$ cat src/rtl/led_blink_sched.sv
// led_blink_sched: round-robin owner of the single board LED.
// Requesters ask for a blink burst at their own rate; the owner gets
// HOLD_TOGGLES toggles at half-period PRESCALE<<rate, then the LED is
// released and re-arbitrated starting after the last owner.
// Optional build macro LED_IDLE_HEARTBEAT_EN: dim 1/8-duty glow while idle.
module led_blink_sched #(
    parameter int NREQ         = 4,
    parameter int PRESCALE     = 500,
    parameter int HOLD_TOGGLES = 4,
    parameter int CW           = 26
) (
    input  logic                CLOCK_50,
    input  logic                reset,
    input  logic [NREQ-1:0]     req,
    input  logic [2*NREQ-1:0]   rate,
    output logic [NREQ-1:0]     grant,
    output logic [NREQ-1:0]     done,
    output logic                busy,
    output logic                LED
);
    localparam int IW = (NREQ > 1) ? $clog2(NREQ) : 1;
    localparam int TW = $clog2(HOLD_TOGGLES + 1);

    typedef enum logic [1:0] {
        IDLE    = 2'd0,
        BLINK   = 2'd1,
        RELEASE = 2'd2
    } state_t;

    state_t          state;
    logic [CW-1:0]   cont;
    logic [TW-1:0]   tcnt;
    logic [1:0]      rlat;
    logic [IW-1:0]   last;
    logic [IW-1:0]   owner;
    logic [1:0]      rate_arr [NREQ];
    logic [IW-1:0]   sel;
    logic [CW-1:0]   term;
    logic            idle_led;

    // Split the packed rate bus into one 2-bit code per requester
    for (genvar gi = 0; gi < NREQ; gi++) begin : g_rate
        assign rate_arr[gi] = rate[2*gi +: 2];
    end

    // Last prescaler count of a half-period, using the full CW-bit shift
    assign term = (CW'(PRESCALE) << rlat) - CW'(1);

    // Round-robin pick: scan from last+1 upward with wrap; the nearest
    // set bit wins because it is written last
    always_comb begin
        int idx;
        idx = 0;
        sel = last;
        for (int k = NREQ; k >= 1; k--) begin
            idx = int'(last) + k;
            if (idx >= NREQ) begin
                idx = idx - NREQ;
            end
            if (req[idx]) begin
                sel = idx[IW-1:0];
            end
        end
    end

`ifdef LED_IDLE_HEARTBEAT_EN
    logic [7:0] hb;

    // Free-running glow phase counter, runs in every state
    always_ff @(posedge CLOCK_50 or negedge reset) begin
        if (!reset) begin
            hb <= 8'd0;
        end else begin
            hb <= hb + 8'd1;
        end
    end

    assign idle_led = (hb[7:5] == 3'b000);
`else
    assign idle_led = 1'b0;
`endif

    // Arbitration / burst FSM with registered outputs
    always_ff @(posedge CLOCK_50 or negedge reset) begin
        if (!reset) begin
            state <= IDLE;
            grant <= '0;
            done  <= '0;
            busy  <= 1'b0;
            LED   <= 1'b0;
            cont  <= '0;
            tcnt  <= '0;
            rlat  <= 2'b00;
            last  <= IW'(NREQ - 1);
            owner <= '0;
        end else begin
            done <= '0;
            case (state)
                IDLE: begin
                    if (|req) begin
                        owner <= sel;
                        grant <= NREQ'(1) << sel;
                        busy  <= 1'b1;
                        rlat  <= rate_arr[sel];
                        cont  <= '0;
                        tcnt  <= '0;
                        LED   <= 1'b0;
                        state <= BLINK;
                    end else begin
                        LED <= idle_led;
                    end
                end
                BLINK: begin
                    if (!req[owner]) begin
                        // Abandon beats a coincident final toggle: no done
                        grant <= '0;
                        busy  <= 1'b0;
                        LED   <= 1'b0;
                        state <= RELEASE;
                    end else if (cont == term) begin
                        cont <= '0;
                        tcnt <= tcnt + TW'(1);
                        if (tcnt == TW'(HOLD_TOGGLES - 1)) begin
                            // Even toggle count: this final toggle lands on 0
                            done  <= grant;
                            grant <= '0;
                            busy  <= 1'b0;
                            LED   <= 1'b0;
                            state <= RELEASE;
                        end else begin
                            LED <= ~LED;
                        end
                    end else begin
                        cont <= cont + CW'(1);
                    end
                end
                RELEASE: begin
                    last  <= owner;
                    LED   <= 1'b0;
                    state <= IDLE;
                end
                default: begin
                    state <= IDLE;
                end
            endcase
        end
    end

endmodule

$ cat config.mk
export PLATFORM = sky130hd
export DESIGN_NAME = led_blink_sched
export DESIGN_NICKNAME = d
export VERILOG_FILES = /design/src/rtl/led_blink_sched.sv
export SDC_FILE = /design/constraint.sdc
export NUM_CORES = 1
export LEC_CHECK = 0
export ABC_CLOCK_PERIOD_IN_PS = 2790
export BUFFER_PORTS_ARGS = -buffer_cell sky130_fd_sc_hd__buf_4
export CAP_MARGIN = 10
export CORE_UTILIZATION = 50
export DETAILED_ROUTE_END_ITERATION = 10
export GPL_TIMING_DRIVEN = 0
export PLACE_DENSITY = 0.78
export SLEW_MARGIN = 10
export SYNTH_ARGS = -nofsm -noshare
export SYNTH_HDL_FRONTEND = slang
export SYNTH_SLANG_ARGS = --single-unit
$ cat constraint.sdc
create_clock -name CLOCK_50 -period 2.79 [get_ports CLOCK_50]
set_input_delay 0.558 -clock CLOCK_50 [delete_from_list [all_inputs] [get_ports CLOCK_50]]
set_output_delay 0.558 -clock CLOCK_50 [all_outputs]
set_load 0.1 [all_outputs]
---- Yosys cells after proc, flatten, opt, wreduce, memory -nomap -nowiden ----
Index checks and enable logic that the tools add are counted.
operators by class
  eq/ne operators ......................... 9
  mux-type cells .......................... 56
  order comparisons ....................... 10
  reduce and logical (&&, ||, !) cells .... 11
  shifts and indexed selects .............. 2
  add/subtract/negate cells ............... 11
  bitwise logic cells ..................... 2
operators by type and width
  operator                                                   number
  < comparator 32 x 4 -> 1 bit (second input constant)       4
  two-way mux 32 bit                                         4
  two-way mux 26 bit                                         3
  one-hot mux 26 bit (2 select lines)                        1
  two-way mux 4 bit                                          8
  adder 26 x 1 -> 26 bit (second input constant)             1
  == test 26 bit                                             1
  << shifter 9 x 2 -> 26 bit (first input constant)          1
  subtractor 26 x 2 -> 26 bit (second input constant)        1
  two-way mux 2 bit                                          10
  two-way mux 1 bit                                          16
  greater-or-equal comparator 3 bit (second input constant)  4
  subtractor 3 x 3 -> 4 bit (second input constant)          3
  binary-select mux 1 bit (select 2 bit)                     5
  two-way mux 3 bit                                          3
  one-hot mux 4 bit (2 select lines)                         1
  AND reduction 4 bit                                        2
  adder 2 x 2 -> 3 bit (second input constant)               2
  != test 2 bit (second input constant)                      3
  != test 3 bit (second input constant)                      2
  one-hot mux 3 bit (2 select lines)                         1
  AND reduction 3 bit                                        2
  subtractor 4 x 3 -> 5 bit (second input constant)          1
  adder 2 x 3 -> 4 bit (second input constant)               1
  18 further kinds                                           21
storage, ports and cells
  input bits .............................. 14
  bits in registers ....................... 47
  output and inout bits ................... 10
  logic and storage cells ................. 111

---- Longest topological paths before layout ----
  depth after elaboration ................. 14
  mapped depth ............................ 8
  gate-level depth less buffers ........... 7

---- Worst setup path before layout ----
OpenSTA, ideal clock, no wires.
  kind .................................... reg-to-reg
  start ................................... register rlat[1]
  end ..................................... register cont[10]
  path buffers ............................ 1
  data arrival time ....................... 1948 ps
  cell stages (with the launch flop) ...... 9
  setup time .............................. 119 ps
  period minus slack after synthesis ...... 2067 ps
  path slack .............................. 723 ps
  required time ........................... 2671 ps
  path through ............................ dfrtp_1 inv_1 ha_1 xnor2_1 nor4_2 nand4_4 a21oi_4 buf_6 nor2_1
between the ends
  longest elaborated chain between the ends .. 6
ends and longest elaborated chain
  item                                 line  text
  start: declaration                   33    logic [1:0] rlat;
  start signal: assignment             104   rlat <= rate_arr[sel];
  << shifter 9 x 2 -> 26 bit           47    assign term = (CW'(PRESCALE) << rlat) - CW'(1);
  subtractor 26 x 2 -> 26 bit          47
  == test 26 bit                       120   end else if (cont == term) begin
  two-way mux 26 bit                   120
  two-way mux 26 bit                   114   if (!req[owner]) begin
  one-hot mux 26 bit (2 select lines)  98    case (state)
  end signal: assignment               134   cont <= cont + CW'(1);
  end: declaration                     31    logic [CW-1:0] cont;
No other way between the ends. The select of a mux whose other input is x is not followed.
A chain may end at the register's enable or synchronous reset.

---- Final worst setup path ----
  start ................................... register rlat[1]
  end ..................................... register grant[2]
between the ends
  longest elaborated chain between the ends .. 5
ends and longest elaborated chain
  item                           line  text
  << shifter 9 x 2 -> 26 bit     47
  subtractor 26 x 2 -> 26 bit    47
  == test 26 bit                 120
  != test 3 bit (no line)        -
  AND reduction 4 bit (no line)  -
  end signal: assignment         102   grant <= NREQ'(1) << sel;
  end: declaration               16    output logic [NREQ-1:0] grant,
No other way between the ends.

==> impl_metrics.env <==
export IMPL_async_flop_share_pct=100
export IMPL_die_w_um=75.9
export IMPL_post_cts_buffers=0
export IMPL_drive_above_1_share_pct=18.7
export IMPL_synth_edf_count=0
export IMPL_die_area_um2=5770
export IMPL_worst_ep_required_time_ps=2960
export IMPL_cts_buffer_depth=2
export IMPL_fin_crit_sh_pct=85.6
export IMPL_post_cts_resized=0
export IMPL_hold_viol_final=0
export IMPL_syn_cell_area_um2=2730
export IMPL_hpwl_um=4060
export IMPL_grt_max_degree=48
export IMPL_cp_start_kind="flop"
export IMPL_synth_compound_area_share_pct=10.3
export IMPL_p_leak_nw=1.39
export IMPL_fp_row_count=26
export IMPL_synth_area_leader_cell="dfrtp_1"
export IMPL_tns_ps=0
export IMPL_synthSimpleGateAreaFrac_pct=27.6
export IMPL_dpl_instance_area_um2=2990
export IMPL_gp_congestion=0.823
export IMPL_cts_sinks=47
export IMPL_power_per_cell_area_nw_per_um2=911
export IMPL_syn2layout_area_growth_pct=14.5
export IMPL_yosysWarnings=0
export IMPL_antenna_cells=0
export IMPL_cap_violations=0
export IMPL_crit_arrival_ps=2560
export IMPL_clk_latency_ps=310
export IMPL_ant_nets=0
export IMPL_crit_chain="inv_1, ha_1, xnor2_1, nor4_2, nand4_4, nor2_1, o21ai_0"
export IMPL_drv_slew=0
export IMPL_top_layer="met4"
export IMPL_clk_pin_slew_ps=100
export IMPL_io_buffers=23
export IMPL_nets=330
export IMPL_routed_wl_met3_um=211
export IMPL_dp_slack_ps=417
export IMPL_vias_per_cell=5.74
export IMPL_hp_class="input port to asynchronous set/reset pin"
export IMPL_peakVddDrop_uv=575
export IMPL_wl_met1_um=2640
export IMPL_drc=0
export IMPL_met2_length_um=2720
export IMPL_yosys_mux_area_fraction_pct=2.01
export IMPL_max_freq_mhz=419
export IMPL_worst_path_max_delay_cell="dfrtp_1"
export IMPL_period_needed_ps=2390
export IMPL_cp_max_fo=8
export IMPL_yosysMostFrequentCell="dfrtp_1"
export IMPL_root_buffer="clkbuf_8"
export IMPL_cts_max_level=2
export IMPL_synth_top_family_by_area="simple AND/OR/NAND/NOR gates"
export IMPL_grt_pass1_wl_um=9780
export IMPL_worstSetupPathType="flop to flop"
export IMPL_wl_per_cell_um=14.8
export IMPL_design_area_um2=3130
export IMPL_status="completed"
export IMPL_slew_headroom_pct=48.2
export IMPL_netlist_instances=279
export IMPL_grt_overflow=0
export IMPL_fin_skew_ps=13.3
export IMPL_cts_buffers=5
export IMPL_grt_use_total_pct=21.1
export IMPL_synth_adder_area_share_pct=3.20
export IMPL_slowest_delay_ps=490
export IMPL_yosysSeqAreaShare_pct=43.1
export IMPL_drt_wl_total_um=5630
export IMPL_postCtsHoldBufs=0
export IMPL_die_h_um=75.9
export IMPL_setup_viol=0
export IMPL_grt_pass1_vias=2081
export IMPL_synth_avg_cell_area_um2=9.80
export IMPL_routed_via_count=2183
export IMPL_io_pins=24
export IMPL_synth_seq_cells=47
export IMPL_endpoint_kind="flop"
export IMPL_netlist_top_cells_count="dfrtp_1 (45), nor2_1 (32), nand3_1 (24), xor2_1 (19), nand2_1 (16)"
export IMPL_initial_core_util_pct=52.9
export IMPL_antenna_found_initial=0
export IMPL_synth_nets=300
export IMPL_ys_flop_type="dfrtp_1"
export IMPL_tightest_slew_ps=774
export IMPL_synthTopCellsByArea="dfrtp_1 (41%), xor2_1 (6.1%), nand3_1 (4.4%), nor2_1 (4.4%), ha_1 (3.2%)"
export IMPL_drtIter0Drc=151
export IMPL_finalPower_w=0.00285
export IMPL_cts_tree="yes"
export IMPL_setup_ws_ps=401
export IMPL_drt_first_pass_iters=4
export IMPL_synth_top_area_share_pct=41.2
export IMPL_synth_cell_types=55
export IMPL_rsz0062_at_grt="false"
export IMPL_synthXorXnorAreaFrac_pct=8.97
export IMPL_core_um2=5170
==> logic make-up after synthesis <==
logic type	after synthesis
muxes	4
buffers and inverters	22
DFF	47
AOI/OAI and AO/OA	38
and+or+nand+nor	133
adders and majority gates	7
xor gates and xnor gates	28
==> stage by stage <==
step	cells	utilization (%)	hold slack, ps
CTS	380	60.5	273
floorplan	279	-	262
global route	380	60.5	296
finish	380	60.5	243
detailed placement	372	57.9	487
global placement	372	57.9	470
==> power breakdown <==
group          internal [W]  total (W)  switching, W
clock network      0.000357   0.000597      0.000240
logic              0.000482    0.00134      0.000863
registers          0.000797   0.000911      0.000114
total               0.00164    0.00285       0.00122
==> per-layer routing <==
| layer | GRT usage [%] | vias up |
|---|---|---|
| met4 | 6.92 | 0 |
| met3 | 3.98 | 7 |
| met5 | 0 | - |
| met1 | 27.9 | 1070 |
| met2 | 35.0 | 46 |
| li1 | - | 1060 |
==> worst paths after layout <==
kind,startpoint,endpoint,slack (ps),cells after the start
setup / recovery,rlat[1]$_DFFE_PN0P_,grant[2]$_DFFE_PN0P_,400,7
hold / removal,reset,cont[17]$_DFFE_PN0P_,240,1
setup reg to reg,rlat[1]$_DFFE_PN0P_,grant[2]$_DFFE_PN0P_,400,7
hold reg to reg,tcnt[0]$_DFFE_PN0P_,tcnt[0]$_DFFE_PN0P_,500,1
max in group asynchronous,reset,cont[1]$_DFFE_PN0P_,2130,1
min in group CLOCK_50,tcnt[0]$_DFFE_PN0P_,tcnt[0]$_DFFE_PN0P_,500,1
==> cells in the final DEF, fill, tap and decap left out, types with 4 or more instances in the layout <==
cell,instances
dfrtp_1,45
nor2_1,32
nand3_1,24
buf_4,23
xor2_1,19
nand2_1,16
nand4_1,13
inv_1,11
o21ai_0,10
xnor2_1,9
ha_1,7
buf_6,6
nor4_1,5
and3_1,5
clkbuf_8,5
nor2b_1,4
nor3_1,4
and2_1,4
o21a_1,4
==> final cells by class <==
cell class / instances / area [µm²]
Buffer: 11 / 92.6
Clock buffer: 5 / 68.8
Clock inverter: 3 / 67.6
Fill cell: 447 / 2040
Inverter: 11 / 41.3
Multi-Input combinational cell: 210 / 1420
Sequential cell: 47 / 1180
Tap cell: 70 / 87.6
Timing Repair Buffer: 23 / 173
==> worst max-delay path, delay by kind of cell (launching register included) <==
| kind | cells | cell delay (ps) |
|---|---|---|
| simple gates | 3 | 1080 |
| flops | 1 | 490 |
| fa+ha+maj | 1 | 280 |
| compound gates | 1 | 190 |
| xor+xnor | 1 | 140 |
| buf+inv | 1 | 80 |
==> sequential cells by signal, indices dropped and copies added, names as in the netlist <==
| name | flops |
|---|---|
| LED | 1 |
| done | 4 |
| grant | 4 |
| last | 2 |
| state | 2 |
| owner | 2 |
| busy | 1 |
| cont | 26 |
| rlat | 2 |
| tcnt | 3 |
No activity file was read; power rests on OpenSTA's default activity.
